**config.mk**
```make
export PLATFORM = sky130hd
export DESIGN_NAME = seg7_multi_counter
export DESIGN_NICKNAME = d
export VERILOG_FILES = /design/src/rtl/seg7_pkg.sv /design/src/rtl/seg7_digit_chain.sv /design/src/rtl/seg7_multi_counter.sv
export SDC_FILE = /design/constraint.sdc
export NUM_CORES = 1
export LEC_CHECK = 0
export BUFFER_PORTS_ARGS = -buffer_cell sky130_fd_sc_hd__buf_2
export CORE_ASPECT_RATIO = 0.6
export CORE_MARGIN = 2
export CORE_UTILIZATION = 55
export CTS_CLUSTER_DIAMETER = 40
export CTS_CLUSTER_SIZE = 25
export DETAILED_ROUTE_END_ITERATION = 10
export GPL_ROUTABILITY_DRIVEN = 1
export PLACE_DENSITY = 0.77
export RECOVER_POWER = 100
export SLEW_MARGIN = 5
export SYNTH_ARGS = -nofsm -noshare
export SYNTH_HDL_FRONTEND = slang
export SYNTH_SLANG_ARGS = --single-unit
```
**constraint.sdc**
```tcl
create_clock -name clk -period 4.3 [get_ports clk]
set_input_delay 0.86 -clock clk [delete_from_list [all_inputs] [get_ports clk]]
set_output_delay 0.86 -clock clk [all_outputs]
set_load 0.05 [all_outputs]
```
**src/rtl/seg7_pkg.sv**
```systemverilog
// Shared 7-segment definitions: glyph table for hex digits 0-F, blank pattern and encoder.
package seg7_pkg;

  localparam logic [6:0] SEG_BLANK = 7'h00;

  // Entry n is the active-high a..g pattern for nibble n (bit0 = a).
  localparam logic [15:0][6:0] SEG_TABLE = {
    7'h71, 7'h79, 7'h5E, 7'h39, 7'h7C, 7'h77, 7'h6F, 7'h7F,
    7'h07, 7'h7D, 7'h6D, 7'h66, 7'h4F, 7'h5B, 7'h06, 7'h3F
  };

  function automatic logic [6:0] seg7_encode(input logic [3:0] nib);
    return SEG_TABLE[nib];
  endfunction

endpackage

```
**src/rtl/seg7_digit_chain.sv**
```systemverilog
// NUM_DIGITS x RADIX up/down counter; carry/borrow ripples from digit 0 upward and
// wrap pulses on the same edge the whole chain rolls over.
module seg7_digit_chain
  import seg7_pkg::*;
#(
  parameter int NUM_DIGITS = 4,
  parameter int RADIX      = 10
) (
  input  logic                    clk,
  input  logic                    reset,
  input  logic                    clear,
  input  logic                    step,
  input  logic                    up,
  output logic [4*NUM_DIGITS-1:0] value,
  output logic                    wrap
);

  localparam logic [3:0] DIGIT_MAX = 4'(RADIX - 1);

  logic [4*NUM_DIGITS-1:0] value_q, value_d, value_step;
  logic                    wrap_q, wrap_d;
  logic                    ripple;

  // ripple is still set after the last digit only when every digit rolled over.
  always_comb begin
    value_step = value_q;
    ripple     = 1'b1;
    for (int i = 0; i < NUM_DIGITS; i++) begin
      if (ripple) begin
        if (up) begin
          if (value_q[4*i +: 4] == DIGIT_MAX) begin
            value_step[4*i +: 4] = 4'd0;
          end else begin
            value_step[4*i +: 4] = value_q[4*i +: 4] + 4'd1;
            ripple               = 1'b0;
          end
        end else begin
          if (value_q[4*i +: 4] == 4'd0) begin
            value_step[4*i +: 4] = DIGIT_MAX;
          end else begin
            value_step[4*i +: 4] = value_q[4*i +: 4] - 4'd1;
            ripple               = 1'b0;
          end
        end
      end
    end
  end

  always_comb begin
    value_d = value_q;
    wrap_d  = 1'b0;
    if (reset || clear) begin
      value_d = '0;
    end else if (step) begin
      value_d = value_step;
      wrap_d  = ripple;
    end
  end

  always_ff @(posedge clk) begin
    value_q <= value_d;
    wrap_q  <= wrap_d;
  end

  assign value = value_q;
  assign wrap  = wrap_q;

endmodule

```
**src/rtl/seg7_multi_counter.sv**
```systemverilog
// Prescaled N-digit up/down counter with a time-multiplexed 7-segment scan.
// Optional SEG7_LEAD_BLANK_EN: blank leading zero digits (digit 0 always shown).
module seg7_multi_counter
  import seg7_pkg::*;
#(
  parameter int NUM_DIGITS     = 4,
  parameter int RADIX          = 10,
  parameter int TICK_W         = 24,
  parameter int DEFAULT_PERIOD = 10_000_000,
  parameter int SCAN_DIV       = 1000
) (
  input  logic                    clk,
  input  logic                    reset,
  input  logic                    run,
  input  logic                    up,
  input  logic                    clear,
  input  logic [TICK_W-1:0]       period,
  output logic [4*NUM_DIGITS-1:0] value,
  output logic                    tick,
  output logic                    wrap,
  output logic [6:0]              seg_out,
  output logic [NUM_DIGITS-1:0]   digit_sel
);

  localparam int SCAN_W = (SCAN_DIV > 1) ? $clog2(SCAN_DIV) : 1;
  localparam int IDX_W  = (NUM_DIGITS > 1) ? $clog2(NUM_DIGITS) : 1;
  localparam logic [TICK_W-1:0] DEFAULT_TC = TICK_W'(DEFAULT_PERIOD);
  localparam logic [SCAN_W-1:0] SCAN_LAST  = SCAN_W'(SCAN_DIV - 1);
  localparam logic [IDX_W-1:0]  IDX_LAST   = IDX_W'(NUM_DIGITS - 1);

  logic [TICK_W-1:0]       pcnt_q, pcnt_d, term;
  logic [SCAN_W-1:0]       scnt_q, scnt_d;
  logic [IDX_W-1:0]        idx_q, idx_d;
  logic [6:0]              seg_q, seg_d;
  logic [NUM_DIGITS-1:0]   sel_q, sel_d;
  logic [4*NUM_DIGITS-1:0] value_int, shifted;
  logic                    tick_int;

  assign term     = (period == '0) ? DEFAULT_TC : period;
  assign tick_int = run && !reset && (pcnt_q == term);

  // >= also catches a count stranded above a newly lowered period; that path never ticks.
  always_comb begin
    pcnt_d = pcnt_q;
    if (reset || clear) begin
      pcnt_d = '0;
    end else if (run) begin
      if (pcnt_q >= term) pcnt_d = '0;
      else                pcnt_d = pcnt_q + TICK_W'(1);
    end
  end

  seg7_digit_chain #(
    .NUM_DIGITS (NUM_DIGITS),
    .RADIX      (RADIX)
  ) u_chain (
    .clk   (clk),
    .reset (reset),
    .clear (clear),
    .step  (tick_int),
    .up    (up),
    .value (value_int),
    .wrap  (wrap)
  );

  always_comb begin
    scnt_d = scnt_q;
    idx_d  = idx_q;
    if (reset) begin
      scnt_d = '0;
      idx_d  = '0;
    end else if (scnt_q == SCAN_LAST) begin
      scnt_d = '0;
      idx_d  = (idx_q == IDX_LAST) ? '0 : idx_q + IDX_W'(1);
    end else begin
      scnt_d = scnt_q + SCAN_W'(1);
    end
  end

  assign shifted = value_int >> (4 * int'(idx_q));

  always_comb begin
    seg_d = seg7_encode(shifted[3:0]);
    sel_d = NUM_DIGITS'(1) << idx_q;
`ifdef SEG7_LEAD_BLANK_EN
    if (idx_q != '0 && shifted == '0) seg_d = SEG_BLANK;
`endif
    if (reset) begin
      seg_d = '0;
      sel_d = '0;
    end
  end

  always_ff @(posedge clk) begin
    pcnt_q <= pcnt_d;
    scnt_q <= scnt_d;
    idx_q  <= idx_d;
    seg_q  <= seg_d;
    sel_q  <= sel_d;
  end

  assign value     = value_int;
  assign tick      = tick_int;
  assign seg_out   = seg_q;
  assign digit_sel = sel_q;

endmodule

```
After elaboration in Yosys (flattened, before gate mapping)

Memories as Yosys holds them, arrays and structs flattened. A register that Yosys moved wholly into a read port is not among the register bits.
Index checks and enable logic that the tools add are counted.
Widths: inputs -> output; s select.

Bits in registers: 57
Bits in read-only memories: 112
Input bits: 29
Memories: 1

Add/subtract/negate cells: 11
Magnitude comparators: 1
Equality and inequality tests: 7
Shift operators: 2
Muxes and demuxes: 29
Bitwise logic cells: 2
Reduce and logical (&&, ||, !) cells: 14

Memory list:

| name            | depth | width | read ports | clocked after memory_dff | write ports | line           | RTL |
|---|---|---|---|---|---|---|---|
| (no name shown) | 16    | 7     | 1          | 1                        | 0           | seg7_pkg.sv:13 | `return SEG_TABLE[nib];` |

Operators with widths:

| cell                  | count |
|---|---|
| $mux 24               | 2 |
| $mux 4                | 12 |
| $add 24x1->24 const B | 1 |
| $eq 24x24->1          | 1 |
| $ge 24x24->1          | 1 |
| $logic_not 24->1      | 1 |
| $add 4x1->4 const B   | 4 |
| $eq 4x4->1 const B    | 4 |
| $logic_not 4->1       | 4 |
| $shr 16x4->4          | 1 |
| $sub 4x1->4 const B   | 4 |
| $mux 1                | 14 |
| $add 10x1->10 const B | 1 |
| $eq 10x10->1 const B  | 1 |
| $reduce_and 2->1      | 3 |
| $shl 1x2->4 const A   | 1 |
| $reduce_or 3->1       | 1 |
| $add 2x1->2 const B   | 1 |
| $eq 2x2->1 const B    | 1 |
| $logic_and 1x1->1     | 2 |
| $mux 2                | 1 |
| $not 1->1             | 2 |
| $reduce_or 2->1       | 1 |
| $logic_not 1->1       | 1 |
| $logic_or 1x1->1      | 1 |

Longest topological paths before layout

Gate-level depths: netlist of the first run.

Depth after elaboration: 7
Gate-level depth with buffers: 12

Hierarchy

From an unflattened synthesis of the first run, not the netlist that was laid out.

Cells, all modules: 497
Area total of the unflattened synthesis: 4119.0 µm²

By module, submodules not included:

| module             | times used | cells each | area an instance (µm²) |
|---|---|---|---|
| seg7_multi_counter | 1          | 347        | 2940.3 |
| seg7_digit_chain   | 1          | 150        | 1178.6 |

Worst setup path after synthesis of the first run

No wires, ideal clock.

Path type: input port to output port
From: in period[18]
To: out tick
Data arrival time: 3662 ps
Required time: 3440 ps
Path slack: -222 ps
Cell stages on the path: 8
Path buffers: 0
Cells stage by stage: nor4_1 nand4_1 nor2_1 nor2_1 ha_1 nand4_1 or3_1 nor3_1

Word-level cells in the longest chain between the ends: 4

Ends and longest elaborated chain:

| item                  | line                     | RTL |
|---|---|---|
| start: declaration    | seg7_multi_counter.sv:17 | `input logic [TICK_W-1:0] period,` |
| $logic_not 24->1      | seg7_multi_counter.sv:39 | `assign term = (period == '0) ? DEFAULT_TC : period;` |
| $mux 24 (*)           | seg7_multi_counter.sv:39 |  |
| $eq 24x24->1 (*)      | seg7_multi_counter.sv:40 | `assign tick_int = run && !reset && (pcnt_q == term);` |
| $logic_and 1x1->1 (*) | seg7_multi_counter.sv:40 |  |
| end: declaration      | seg7_multi_counter.sv:19 | `output logic tick,` |

Every way passes the cells marked *; elsewhere a longest branch is shown, timed or not.

Worst setup path in the final report of the first run

From: in period[4]
To: out tick

The elaborated chain is that of the path after synthesis.

==> flow_summary.toml, run 1 <==
[floorplan]
die_h_microns = 70.6
floorplan.initialDensity_pct = 56.4
floorplan.rows = 24
design.portCount = 58
die_x_microns = 115
core_area_sq_mm = 0.00721
fp.dieArea_sq_mm = 0.00812

[detailed_routing]
num_vias = 3782
ant_nets = 0
drt_pre_antenna_iters = 5
avgViaCountPerCell = 5.82
totalWireLength_microns = 9630
drt_drc_violations_left = 0
wl_per_cell_microns = 14.8
initialDrtViolationCount = 297

[power]
internal-power_uw = 1170
sw_frac_of_total_pct = 20.7
clock_power_share_pct = 52.6
power.share.sequential_pct = 41.0
comb_power_share_pct = 6.4
power.density_cell_area_mw_per_mm2 = 316
worst_case_vdd_ir_drop_mv = 0.240
cellLeakagePower_uw = 0.00179
netSwitchingPower_uw = 305

[placed_design]
gpl.final_weighted_congestion = 0.817
detailed_place_hpwl_microns = 7220
buffer_ports.inserted = 57
pre_cts_slack_ns = 0.206

[synthesis]
postSynthRegisterBits = 64
area_fraction_of_the_dominant_cell_type_after_synthesis_pct = 31.5
yosysUniqueCellTypes = 50
synth_sequential_area_ratio_pct = 31.5
synth_async_sr_flop_share_pct = 0
netlist_area_sq_mm = 0.00407
synth.area.top_cells = "sky130_fd_sc_hd__dfxtp_1, sky130_fd_sc_hd__ha_1, sky130_fd_sc_hd__nor2_1"
ys_dominant_reg_cell = "sky130_fd_sc_hd__dfxtp_1"
synth_area_per_cell_sq_um = 7.99
synth_edf_count = 0
synth_cells = 509
synth.cells.most_frequent = "sky130_fd_sc_hd__nor2_1, sky130_fd_sc_hd__dfxtp_1, sky130_fd_sc_hd__nand2_1, sky130_fd_sc_hd__ha_1, sky130_fd_sc_hd__clkbuf_1"
post-synth-top-area-cell = "sky130_fd_sc_hd__dfxtp_1"
synthesis.nets = 572
synthMostInstantiatedCell = "sky130_fd_sc_hd__nor2_1"
synth-warning-count = 0

[final_layout]
layout-area-overhead-vs-synth_pct = 14.6
fillerInstances = 619
insertedDiodeCount = 0
drive_gt1_share_pct = 10.4
num-nets-final = 618

[min_path]
min-delay-path-class = "flip-flop to flip-flop"

[sta]
rsz0062_at_grt = "false"
fmax_mhz = 241
worstMarginPinSlew_ns = 0.818
hold_violations = 0
slew_violations = 0
min_period_ns = 4.14
final.period_utilization_pct = 96.3
setup_slack_ns = 0.158
setup-tns-final_ns = 0
setup_violations = 0
clock_skew_ns = 0.00471
timing.slew.headroom_pct = 45.5

[cts]
postCtsHoldBufs = 0
post_cts.repair.setup_buffers = 0
tritoncts_sink_count = 64
tritoncts.num_buffers = 9
clock_tree_from_tritoncts = "done"
ctsRootBufferMaster = "sky130_fd_sc_hd__clkbuf_16"
cts-htree-levels = 3
clkSlewWorstSetupHoldPaths_ns = 0.05
clock_tree.buffer_depth = 2
insertion_delay_ns = 0.32

[critical_path]
crit_path_end_kind = "output pin"
setup.worst_path.start_class = "primary input"
timing_worst_setup_path_type = "primary input to output pin"
worstPathArrival_ns = 3.28
worst-endpoint-required_ns = 3.44
maximum_net_fanout_on_the_critical_path = 8

[global_routing]
grt_overflow = 0
first_global_vias = 3326
grt_max_degree = 25
grt_antenna_before_repair = 0
grt_usage_pct = 25.1
global_route_wire_length_before_repair_microns = 16200

[outcome]
status = "finished, final reports clean"

[flow_run]
drv.max_cap_violation_count = 0
## state kept, by name, indices dropped and copies added, names as in the netlist
register,cells
u_chain.value,16
seg_out,7
u_chain.wrap,1
scnt_q,10
pcnt_q,24
digit_sel,4
idx_q,2
## cell type report
class / count / area [sq um] / area share, %
multi-input combinational: 391 / 2560 / 54.9
tap: 91 / 114 / 2.44
clock inverter: 3 / 65.1 / 1.40
inverter: 24 / 90.1 / 1.93
clock buffer: 12 / 256 / 5.50
sequential: 64 / 1280 / 27.5
timing repair buffer: 65 / 294 / 6.31
## per-stage QoR
step	power, uW	std cells	hold slack (ns)	utilization [%]	area [sq um]
after floorplan	677	509	0.413	-	4070
after global placement	707	635	0.428	61.3	4420
after detailed placement	710	635	0.432	61.3	4420
after CTS	1490	650	0.442	65.8	4740
after global routing	1530	650	0.464	64.7	4660
final	1470	650	0.440	64.7	4660
## worst max-delay path: stages
cell and delay (ns):
sky130_fd_sc_hd__buf_2 0.11, sky130_fd_sc_hd__nor4_1 0.37, sky130_fd_sc_hd__nand2_1 0.13, sky130_fd_sc_hd__nor2_1 0.10, sky130_fd_sc_hd__buf_4 0.16, sky130_fd_sc_hd__nor2_1 0.06
sky130_fd_sc_hd__ha_1 0.31, sky130_fd_sc_hd__nand4_1 0.22, sky130_fd_sc_hd__or3_1 0.48, sky130_fd_sc_hd__nor3_2 0.18, sky130_fd_sc_hd__buf_2 0.28
## worst paths after layout
kind,cells after the start,slack [ns],endpoint,startpoint
max,11,0.16,tick,period[4]
min,1,0.44,scnt_q[0],scnt_q[0]
max reg2reg,9,1.55,u_chain.value[6],pcnt_q[22]
min reg2reg,1,0.44,scnt_q[0],scnt_q[0]
## cells in the final DEF, fill, tap and decap left out, types with 10 or more instances in the layout
cell type,Yosys,routed
sky130_fd_sc_hd__nor2_1,72,72
sky130_fd_sc_hd__dfxtp_1,64,64
sky130_fd_sc_hd__nand2_1,41,42
sky130_fd_sc_hd__ha_1,34,34
sky130_fd_sc_hd__clkbuf_1,28,34
sky130_fd_sc_hd__a21oi_1,27,27
sky130_fd_sc_hd__buf_2,0,27
sky130_fd_sc_hd__o21ai_0,25,25
sky130_fd_sc_hd__inv_1,24,24
sky130_fd_sc_hd__nand3_1,23,23
sky130_fd_sc_hd__xor2_1,22,22
sky130_fd_sc_hd__nor3_1,14,13
sky130_fd_sc_hd__xnor2_1,13,13
sky130_fd_sc_hd__nand4_1,12,12
sky130_fd_sc_hd__and3_1,10,10
sky130_fd_sc_hd__nor4_1,8,10
## per-layer routing
metal,global-route usage (%),vias up,wire length [microns]
met5,0,-,0
met2,35.9,113,4070
met1,37.2,1768,4820
met4,6.83,0,116
li1,-,1888,-
met3,6.94,13,623
## cell families after synthesis
family / share of synthesized area [%]
xor+xnor: 7.54
buf+inv: 4.98
compound gates: 13.5
fa+ha+maj: 10.5
flops: 31.5
mux: 4.71
simple gates: 27.3
## timing repair
item | in CTS | in global routing
setup endpoints to repair | 0 | 1
gates resized for setup | 0 | 1
endpoints found under the hold margin | 0 | 0
## power groups by stage
| stage | Combinational [uW] | Sequential [uW] | Clock [uW] |
|---|---|---|---|
| 3_5_place_dp | 94.6 | 615 | 0 |
| 4_1_cts | 95.7 | 603 | 787 |
| 6_report | 94.4 | 603 | 774 |
| 2_1_floorplan | 49.8 | 627 | 0 |
| 3_3_place_gp | 91.6 | 615 | 0 |
| 5_1_grt | 105 | 603 | 818 |
No activity file was read; power rests on OpenSTA's default activity.
==> run 2, diff against run 1 <==
- REMOVE_ABC_BUFFERS: unset -> 1
==> flow_summary.toml, run 2 (synthesis results as in run 1) <==
[final_layout]
layout_commonest_cell = "sky130_fd_sc_hd__nor2_1"
registers.top_by_ff_count = "pcnt_q"
num-nets-final = 621
insertedDiodeCount = 0
fin_util_pct = 65.4
mostFrequentLayoutCells = "sky130_fd_sc_hd__nor2_1, sky130_fd_sc_hd__dfxtp_1, sky130_fd_sc_hd__nand2_1"
drive_gt1_share_pct = 10.7
largest_register_ffs = 24
layout-area-overhead-vs-synth_pct = 15.8
final_cells = 654

[sta]
fmax_mhz = 250
setup_violations = 0
worstMarginPinSlew_ns = 0.870
rsz0062_at_grt = "false"
clock_skew_ns = 0.00507
final.period_utilization_pct = 93.2
hold_violations = 0
slew_violations = 0
min_period_ns = 4.01
timing.slew.headroom_pct = 42.0

[floorplan]
floorplan.rows = 24
floorplan.initialDensity_pct = 56.4
die_h_microns = 70.6
design.portCount = 58
fp.dieArea_sq_mm = 0.00812
die_x_microns = 115
core_area_sq_mm = 0.00721

[critical_path]
timing_worst_setup_path_type = "primary input to output pin"
worst-endpoint-required_ns = 3.44
critical_path.reg2reg.endpoint = "u_chain.value[6]"
setup.worst_path.start_class = "primary input"
crit_path_end_kind = "output pin"
critical_path.reg2reg.startpoint = "pcnt_q[21]"
worstPathArrival_ns = 3.15
ff2ff_path_depth = 9
critPathLaunch = "period[0]"
slowest_stage_cell_cp = "sky130_fd_sc_hd__or3_1"
crit_path_cell_trace = "clkbuf_1 -> nor4_4 -> nand4_1 -> nor2_1 -> buf_4 -> nor2_1 -> ha_1 -> nand4_1 -> or3_1 -> nor3_1 -> clkbuf_2"
maximum_net_fanout_on_the_critical_path = 8
worst-r2r-setup-slack_ns = 1.47
crit_path_max_incr_delay_ns = 0.41

[global_routing]
grt_max_degree = 39
global_route_wire_length_before_repair_microns = 16300
first_global_vias = 3399
grt_overflow = 0
grt_usage_pct = 25.7
grt_antenna_before_repair = 0

[detailed_routing]
num_vias = 3790
initialDrtViolationCount = 451
totalWireLength_microns = 9980
ant_nets = 0
drt_pre_antenna_iters = 5
drt_drc_violations_left = 0
avgViaCountPerCell = 5.80
wl_per_cell_microns = 15.3

[placed_design]
gpl.final_weighted_congestion = 0.847
detailed_place_hpwl_microns = 7320
buffer_ports.inserted = 57
placedCellCount = 638

[power]
power.density_cell_area_mw_per_mm2 = 329
worst_case_vdd_ir_drop_mv = 0.296
cellLeakagePower_uw = 0.00181

[min_path]
worst_hold_path.endpoint = "scnt_q[0]"
count_of_cells_along_the_worst_hold_path = 1
min-delay-path-class = "flip-flop to flip-flop"
worstHoldStart = "scnt_q[0]"

[cts]
tritoncts.num_buffers = 9
ctsRootBufferMaster = "sky130_fd_sc_hd__clkbuf_16"
insertion_delay_ns = 0.34
postCtsHoldBufs = 0
clock_tree_from_tritoncts = "done"
clock_tree.buffer_depth = 2
cts-htree-levels = 3
tritoncts_sink_count = 64
clkSlewWorstSetupHoldPaths_ns = 0.05

[flow_run]
drv.max_cap_violation_count = 0

[outcome]
status = "finished, final reports clean"
run 2: area by class of cell:
cell class	count	area (sq um)
clock inverter	5	104
fill	636	2500
clock buffer	11	243
timing repair buffer	68	309
tap	91	114
sequential	64	1280
multi-input combinational	391	2570
inverter	24	90.1
run 2: what timing repair did:
item                                    in CTS  in global routing
endpoints found under the hold margin        0                  0
resized for setup                            0                  2
endpoints found under the setup margin       0                  1
buffers inserted                             0                  0
run 2: worst max-delay path by stage:
stage                       endpoint  slack (ns)
floorplan                       tick       -0.22
global placement                tick        0.08
detailed placement              tick        0.04
CTS                             tick        0.02
global route        u_chain.value[6]        0.08
finish                          tick        0.29
run 2: power breakdown:
part | switching, uW | internal (uW)
combinational | 64.1 | 32.9
sequential | 2.91 | 600
clock | 269 | 582
run 2: critical path, delay by kind of cell:
kind | cells | cell delay (ns)
adders and majority gates | 1 | 0.30
buffers and inverters | 3 | 0.58
and+or+nand+nor | 7 | 1.39
run 2: stage by stage:
step	setup WS, ns	hold slack, ns	power [uW]	TNS (ns)	cell area (sq um)
floorplan	-0.222	0.413	669	-0.222	3950
global placement	0.0787	0.426	708	0	4440
detailed placement	0.0367	0.446	712	0	4440
CTS	0.0239	0.453	1560	0	4780
global route	0.0791	0.471	1600	0	4710
finish	0.294	0.449	1550	0	4710
run 2: layer usage:
metal	up-vias	GRT usage, %	share of wire (%)
li1	1890	-	-
met2	125	35.3	41
met1	1760	38.2	51
met4	0	8.30	1.5
met5	-	0	0
met3	15	8.14	6.9
==> run 3, diff against run 2 <==
- MAX_ROUTING_LAYER: unset -> met4
==> flow_summary.toml, run 3 (synthesis results as in run 1) <==
[outcome]
status = "finished, final reports clean"

[final_layout]
drive_gt1_share_pct = 10.7
largest_register_ffs = 24
layout_commonest_cell = "sky130_fd_sc_hd__nor2_1"
mostFrequentLayoutCells = "sky130_fd_sc_hd__nor2_1, sky130_fd_sc_hd__dfxtp_1, sky130_fd_sc_hd__nand2_1"
insertedDiodeCount = 0
registers.top_by_ff_count = "pcnt_q"
layout-area-overhead-vs-synth_pct = 15.8
finalInstanceArea_sq_mm = 0.00471
num-nets-final = 621

[cts]
tritoncts.num_buffers = 9
tritoncts_sink_count = 64
postCtsHoldBufs = 0
clock_tree_from_tritoncts = "done"
clock_tree.buffer_depth = 2
insertion_delay_ns = 0.34
ctsRootBufferMaster = "sky130_fd_sc_hd__clkbuf_16"
post_cts.repair.setup_buffers = 0
clkSlewWorstSetupHoldPaths_ns = 0.05
cts-htree-levels = 3

[critical_path]
crit_path_max_incr_delay_ns = 0.41
worstPathArrival_ns = 3.15
critical_path.reg2reg.startpoint = "pcnt_q[21]"
worst_path_dominant_cell_family = "simple AND/OR/NAND/NOR gates"
maximum_net_fanout_on_the_critical_path = 8
slowest_stage_cell_cp = "sky130_fd_sc_hd__or3_1"
crit_path_end_kind = "output pin"
setup.worst_path.start_class = "primary input"
worst-r2r-setup-slack_ns = 1.47
timing_worst_setup_path_type = "primary input to output pin"
ff2ff_path_depth = 9
critical_path.reg2reg.endpoint = "u_chain.value[6]"
crit_path_cell_trace = "clkbuf_1 -> nor4_4 -> nand4_1 -> nor2_1 -> buf_4 -> nor2_1 -> ha_1 -> nand4_1 -> or3_1 -> nor3_1 -> clkbuf_2"
worst-endpoint-required_ns = 3.44
number_of_buffers_and_inverters_on_the_critical_path = 3

[sta]
timing.slew.headroom_pct = 42.4
slew_violations = 0
min_period_ns = 4.01
hold_violations = 0
fmax_mhz = 249
worstMarginPinSlew_ns = 0.863
final.period_utilization_pct = 93.3
setup-tns-final_ns = 0
clock_skew_ns = 0.00498
setup_violations = 0
rsz0062_at_grt = "false"

[placed_design]
buffer_ports.inserted = 57
dpl-instance-area_sq_mm = 0.00444
detailed_place_hpwl_microns = 7320
gpl.final_weighted_congestion = 0.860

[power]
cellLeakagePower_uw = 0.00181
clock_power_share_pct = 54.9
power.share.sequential_pct = 38.9
internal-power_uw = 1210
worst_case_vdd_ir_drop_mv = 0.295
sw_frac_of_total_pct = 21.7
comb_power_share_pct = 6.2
power.density_cell_area_mw_per_mm2 = 329
netSwitchingPower_uw = 336

[global_routing]
first_global_vias = 3403
global_route_wire_length_before_repair_microns = 16300
grt_usage_pct = 26.5
grt_max_degree = 39
grt_overflow = 0
grt_antenna_before_repair = 0

[min_path]
min-delay-path-class = "flip-flop to flip-flop"
count_of_cells_along_the_worst_hold_path = 1
worst_hold_path.endpoint = "scnt_q[0]"
worstHoldStart = "scnt_q[0]"

[flow_run]
drv.max_cap_violation_count = 0

[detailed_routing]
ant_nets = 0
wl_per_cell_microns = 15.2
drt_pre_antenna_iters = 5
initialDrtViolationCount = 520
totalWireLength_microns = 9940
num_vias = 3780
drt_drc_violations_left = 0
avgViaCountPerCell = 5.78

[floorplan]
floorplan.rows = 24
floorplan.initialDensity_pct = 56.4
core_area_sq_mm = 0.00721
design.portCount = 58
fp.dieArea_sq_mm = 0.00812
die_x_microns = 115
die_h_microns = 70.6
run 3: area by class of cell:
class	instances	area [sq um]
repair buffers	68	309
clock buffers	11	243
well taps	91	114
inverters	24	90.1
clock inverters	5	104
multi-input cells	391	2570
fillers	636	2500
flip-flops and latches	64	1280
run 3: worst max-delay path by stage:
stage	endpoint	cells past startpoint	startpoint
after floorplan	tick	8	period[18]
after global placement	tick	11	period[0]
after detailed placement	tick	11	period[0]
after CTS	tick	11	period[0]
after global routing	u_chain.value[6]	15	period[0]
final	tick	11	period[0]
run 3: stage by stage:
stage	hold slack [ns]	total power, uW	std cells	worst slack (ns)	util, %
after floorplan	0.413	669	479	-0.222	-
after global placement	0.426	708	638	0.0787	61.5
after detailed placement	0.446	712	638	0.0367	61.5
after CTS	0.453	1560	654	0.0239	66.4
after global routing	0.471	1600	654	0.0769	65.4
final	0.449	1550	654	0.290	65.4
run 3: power by group through the flow:
stage | Combinational (uW) | Sequential (uW) | Clock (uW)
after global placement | 93.0 | 615 | 0
after global routing | 108 | 603 | 888
after detailed placement | 96.4 | 615 | 0
after CTS | 97.4 | 602 | 860
final | 96.7 | 603 | 850
after floorplan | 42.0 | 627 | 0
run 3: layer usage:
layer	vias to the layer above	global-route usage [%]	wire [microns]
met5	-	-	0
met1	1753	38.2	5050
met3	15	7.54	661
li1	1889	-	-
met4	0	8.70	157
met2	123	35.4	4060
run 3: timing repair:
| item | 4_1_cts | 5_1_grt |
|---|---|---|
| gates resized for setup | 0 | 2 |
| endpoints found under the setup margin | 0 | 1 |
| endpoints found under the hold margin | 0 | 0 |
